--- config.mk ---
export PLATFORM = sky130hd
export DESIGN_NAME = display_scan
export DESIGN_NICKNAME = d
export VERILOG_FILES = /design/src/rtl/display_scan.sv
export SDC_FILE = /design/constraint.sdc
export NUM_CORES = 1
export LEC_CHECK = 0
export ABC_CLOCK_PERIOD_IN_PS = 3300
export BUFFER_PORTS_ARGS = -buffer_cell sky130_fd_sc_hd__clkbuf_2
export CORE_MARGIN = 2
export CORE_UTILIZATION = 35
export DETAILED_ROUTE_END_ITERATION = 6
export HOLD_SLACK_MARGIN = 0.03
export PLACE_DENSITY = 0.54
export SKIP_LAST_GASP = 1
export SYNTH_ARGS = -nofsm -noshare
export SYNTH_HDL_FRONTEND = slang
export SYNTH_SLANG_ARGS = --single-unit
--- constraint.sdc ---
create_clock -name clk -period 3.3 [get_ports clk]
set_input_delay 0.66 -clock clk [delete_from_list [all_inputs] [get_ports clk]]
set_output_delay 0.66 -clock clk [all_outputs]
set_load 0.01 [all_outputs]
--- src/rtl/display_scan.sv ---
// Four-digit multiplexed 7-segment front end: sequential BCD conversion,
// blanking/sign/decimal-point formatting and a free-running digit scan.
module display_scan #(
    parameter int unsigned REFRESH_DIV = 50000
) (
    input  logic        clk,
    input  logic        reset_n,
    input  logic [13:0] value,
    input  logic        dp_en,
    input  logic [1:0]  dp_pos,
    input  logic        load,
    output logic        busy,
    output logic [3:0]  num,
    output logic        decimal,
    output logic [3:0]  digit
);

    localparam int PW = $clog2(REFRESH_DIV);
    localparam logic [PW-1:0] PRE_MAX = PW'(REFRESH_DIV - 1);

    typedef enum logic [1:0] {IDLE, CONVERT, COMMIT} state_e;

    state_e           state_q, state_d;
    logic [13:0]      mag_q, mag_d;
    logic [15:0]      bcd_q, bcd_d;
    logic [3:0]       iter_q, iter_d;
    logic             neg_q, neg_d;
    logic             ovf_q, ovf_d;
    logic             cap_en_q, cap_en_d;
    logic [1:0]       cap_pos_q, cap_pos_d;
    logic [3:0][3:0]  disp_q, disp_d;
    logic             sdp_en_q, sdp_en_d;
    logic [1:0]       sdp_pos_q, sdp_pos_d;
    logic [PW-1:0]    pre_q, pre_d;
    logic [1:0]       idx_q, idx_d;
    logic [3:0]       digit_q, digit_d;
    logic [3:0]       num_q, num_d;
    logic             dec_q, dec_d;

    logic [13:0]      neg_mag;
    logic             in_pos, in_neg;
    logic [15:0]      adj;
    logic [3:0][3:0]  fmt;
    logic [1:0]       msd, keep;

    // 14-bit codes 0..9999 are positive, codes of -999..-1 are negative,
    // every other code (10000..15384) is out of range.
    assign neg_mag = ~value + 14'd1;
    assign in_pos  = value <= 14'd9999;
    assign in_neg  = value >= 14'd15385;

    always_comb begin
        adj = bcd_q;
        for (int i = 0; i < 4; i++) begin
            if (bcd_q[4*i +: 4] >= 4'd5)
                adj[4*i +: 4] = bcd_q[4*i +: 4] + 4'd3;
        end
    end

    always_comb begin
        msd = 2'd0;
        for (int i = 1; i < 4; i++) begin
            if (bcd_q[4*i +: 4] != 4'd0)
                msd = 2'(i);
        end
        keep = msd;
        if (cap_en_q && cap_pos_q > msd)
            keep = cap_pos_q;
        for (int i = 0; i < 4; i++)
            fmt[i] = (2'(i) <= keep) ? bcd_q[4*i +: 4] : 4'hF;
        if (neg_q && keep != 2'd3)
            fmt[keep + 2'd1] = 4'hA;
        if (ovf_q)
            fmt = {4{4'hA}};
    end

    always_comb begin
        state_d   = state_q;
        mag_d     = mag_q;
        bcd_d     = bcd_q;
        iter_d    = iter_q;
        neg_d     = neg_q;
        ovf_d     = ovf_q;
        cap_en_d  = cap_en_q;
        cap_pos_d = cap_pos_q;
        disp_d    = disp_q;
        sdp_en_d  = sdp_en_q;
        sdp_pos_d = sdp_pos_q;
        unique case (state_q)
            IDLE: begin
                if (load) begin
                    state_d   = CONVERT;
                    mag_d     = in_neg ? neg_mag : value;
                    bcd_d     = '0;
                    iter_d    = '0;
                    neg_d     = in_neg;
                    ovf_d     = !(in_pos || in_neg);
                    cap_en_d  = dp_en;
                    cap_pos_d = dp_pos;
                end
            end
            CONVERT: begin
                bcd_d  = {adj[14:0], mag_q[13]};
                mag_d  = {mag_q[12:0], 1'b0};
                iter_d = iter_q + 4'd1;
                if (iter_q == 4'd13)
                    state_d = COMMIT;
            end
            COMMIT: begin
                disp_d    = fmt;
                sdp_en_d  = cap_en_q && !ovf_q;
                sdp_pos_d = cap_pos_q;
                state_d   = IDLE;
            end
            default: state_d = IDLE;
        endcase
    end

    always_comb begin
        pre_d = pre_q + PW'(1);
        idx_d = idx_q;
        if (pre_q == PRE_MAX) begin
            pre_d = '0;
            idx_d = idx_q + 2'd1;
        end
        digit_d = ~(4'b0001 << idx_d);
        num_d   = disp_q[idx_d];
        dec_d   = sdp_en_q && (sdp_pos_q == idx_d);
    end

    always_ff @(posedge clk or negedge reset_n) begin
        if (!reset_n) begin
            state_q   <= IDLE;
            mag_q     <= '0;
            bcd_q     <= '0;
            iter_q    <= '0;
            neg_q     <= 1'b0;
            ovf_q     <= 1'b0;
            cap_en_q  <= 1'b0;
            cap_pos_q <= '0;
            disp_q    <= {4{4'hF}};
            sdp_en_q  <= 1'b0;
            sdp_pos_q <= '0;
            pre_q     <= '0;
            idx_q     <= '0;
            digit_q   <= 4'b1110;
            num_q     <= 4'hF;
            dec_q     <= 1'b0;
        end else begin
            state_q   <= state_d;
            mag_q     <= mag_d;
            bcd_q     <= bcd_d;
            iter_q    <= iter_d;
            neg_q     <= neg_d;
            ovf_q     <= ovf_d;
            cap_en_q  <= cap_en_d;
            cap_pos_q <= cap_pos_d;
            disp_q    <= disp_d;
            sdp_en_q  <= sdp_en_d;
            sdp_pos_q <= sdp_pos_d;
            pre_q     <= pre_d;
            idx_q     <= idx_d;
            digit_q   <= digit_d;
            num_q     <= num_d;
            dec_q     <= dec_d;
        end
    end

    assign busy    = state_q != IDLE;
    assign num     = num_q;
    assign decimal = dec_q;
    assign digit   = digit_q;

endmodule

==> flow_metrics.py <==
metrics = {
    "cts": {
        "cts.htree.levels": 3,
        "clock_sinks": 87,
        "post-cts-setup-buffers": 0,
        "clockBufferDepth": 2,
        "cts_root_buf": "clkbuf_16",
        "tritoncts": "built",
        "clk_pin_slew_worst_paths_ns": 0.06,
        "post_cts_resized": 0,
        "cts_buffers": 9,
        "hold_buffers": 0,
        "clk_latency_ns": 0.34,
    },
    "synthesis": {
        "synth-seq-cells": 87,
        "yosysWarningCount": 0,
        "seq_area_frac_synth_pct": 48.8,
        "avgSynthCellArea_um2": 9.92,
        "synth-edff-count": 0,
        "ys_types": 52,
        "synth_top_area_share_pct": 35.4,
        "netlist_instances": 456,
        "synthArstFlopShare_pct": 100,
        "ys.flop_type": "dfrtp_1",
        "synth_top_cell_by_area": "dfrtp_1",
        "syn_nets": 492,
        "synthTopCellsByArea": "dfrtp_1 35%, dfstp_2 13%, ha_1 4.4%, xnor2_1 4.1%, o21ai_0 3.9%",
        "syn_area_um2": 4520,
    },
    "worst_setup_path": {
        "crit_path_top_delay_cell": "or3b_2",
        "path_cells": "inv_1 > ha_1 > or3b_2 > nor2_1 > ha_1 > nor2b_1 > o211ai_1 > mux2_2 > nor3b_1 > a31oi_1",
        "cp.required_ns": 3.55,
        "crit_top_cell": "ha_1",
        "crit_type": "reg -> reg",
        "endpoint_kind": "flop",
        "path_delay_family": "simple AND/OR/NAND/NOR gates",
        "crit_path_max_fanout": 8,
        "start_kind": "flop",
        "slowest_delay_ns": 0.51,
        "critical_path_buf_inv_count": 1,
        "worstPathArrival_ns": 3.30,
    },
    "status": {
        "status": "finished, final reports clean",
    },
    "global_route": {
        "grt_pass1_vias": 3370,
        "grt_max_degree": 42,
        "grt_pass1_wl_um": 16800,
        "grtUsageTotal_pct": 14.7,
        "overflow": 0,
        "grt_antenna_before_repair": 0,
    },
    "layout": {
        "final_util_pct": 41.4,
        "nFillCells": 1262,
        "instances_no_fill": 657,
        "fin_nets": 516,
        "layout_common_cells": "64 x dfrtp_1, 43 x nand2_1, 35 x o21ai_0, 32 x nor2_1, 28 x clkbuf_2",
        "area_growth_pct": 15.5,
        "insertedDiodeCount": 0,
        "mostFrequentLayoutCell": "dfrtp_1",
        "drive_gt1_share_pct": 17.5,
    },
    "detailed_routing": {
        "dr_total_vias": 3375,
        "antenna_left": 0,
        "drcViolationCount": 0,
        "viasPerCell": 5.14,
        "wl_per_cell_um": 14.4,
        "first_pass_iters": 4,
        "first_iter_violations": 177,
        "routed_wl_um": 9440,
    },
    "place": {
        "post-dp-hpwl_um": 6660,
        "gp_congestion": 0.801,
        "port_buffers": 29,
        "dp.cells": 641,
    },
    "power": {
        "leakage_nw": 2.29,
        "max-vdd-ir-drop_v": 0.000279,
        "p_per_area_nw_per_um2": 801,
        "total_power_mw": 4.18,
    },
    "sta": {
        "worst_pin_slew_ns": 0.837,
        "setup_viol": 0,
        "grt_setup_unrepaired": "no",
        "fin_crit_sh_pct": 92.3,
        "slew-limit-headroom_pct": 44.2,
        "hold_viol_final": 0,
        "finalClockSkew_ns": 0.00988,
        "fmax_ghz": 0.328,
        "setup_tns_ns": 0,
        "drv_slew": 0,
        "finalCriticalPeriod_ns": 3.04,
    },
    "floorplanning": {
        "die-height_um": 118,
        "rows": 41,
        "io_pins": 30,
        "initial_core_util_pct": 35.8,
        "core_um2": 12600,
        "dieWidth_um": 118,
        "die_area_um2": 13800,
    },
    "min_path": {
        "hold_path.class": "in -> async",
    },
    "flow_run": {
        "cap_violations": 0,
    },
}
## stage by stage
step | hold WS (ns) | setup WS, ns | instance area, µm²
after floorplan | 0.364 | 0.423 | 4520
after global placement | 0.454 | 0.408 | 4860
after detailed placement | 0.461 | 0.341 | 4860
after CTS | 0.319 | 0.289 | 5220
after global routing | 0.339 | 0.0797 | 5220
final | 0.307 | 0.255 | 5220
## report_power, final
part           switching [mW]  internal (mW)  leakage (nW)  total [mW]
clock network           0.419          0.815         0.173        1.23
logic                   0.688          0.559          1.06        1.25
registers               0.275           1.43          1.06        1.70
total                    1.38           2.80          2.29        4.18
## cells by family after synthesis
logic type | synth area share, %
adders and majority gates | 4.43
buffers and inverters | 3.74
and+or+nand+nor | 17.8
AOI/OAI and AO/OA | 17.0
xor gates and xnor gates | 6.20
DFF | 48.8
muxes | 2.05
## cell type report
type	instances	area (µm²)	share of cell area, %
clock buffers	10	229	4.39
clock inverters	6	133	2.54
inverters	17	63.8	1.22
multi-input cells	327	2150	41.1
flip-flops and latches	87	2210	42.2
well taps	172	215	4.12
repair buffers	38	228	4.36
## routing by layer
metal	global-route usage [%]	routed length (µm)
met5	0	0
met4	4.52	137
met3	3.05	330
met2	23.3	4320
met1	20.4	4660
## worst paths after layout
check | endpoint | depth (start not counted) | startpoint | slack [ns]
setup / recovery | disp_q[13]$_DFFE_PN1N_ | 10 | bcd_q[12]$_DFFE_PN0P_ | 0.26
hold / removal | sdp_pos_q[0]$_DFFE_PN0N_ | 1 | reset_n | 0.31
setup reg to reg | disp_q[13]$_DFFE_PN1N_ | 10 | bcd_q[12]$_DFFE_PN0P_ | 0.26
hold reg to reg | disp_q[1]$_DFFE_PN1N_ | 2 | disp_q[1]$_DFFE_PN1N_ | 0.46
max in group asynchronous | num[3]$_DFF_PN1_ | 2 | reset_n | 2.28
min in group clk | disp_q[1]$_DFFE_PN1N_ | 2 | disp_q[1]$_DFFE_PN1N_ | 0.46
## flip-flops by register name, summed over array words and instances, names as in the netlist, 2 cells and up
register   cells
bcd_q         16
cap_pos_q      2
digit          4
disp_q        16
idx_q          2
iter_q         4
mag_q         14
num            4
pre_q         16
sdp_pos_q      2
state_q        2
## cells in the mapped netlist, types with 11 or more instances
library cell	count
dfrtp_1	64
nand2_1	43
o21ai_0	35
nor2_1	32
dfstp_2	23
clkbuf_1	21
xnor2_1	21
inv_1	17
a21oi_1	16
ha_1	16
nor3_1	16
a22oi_1	13
and3_1	13
o31ai_1	11
xor2_1	11
(Power assumes the default switching activity.)
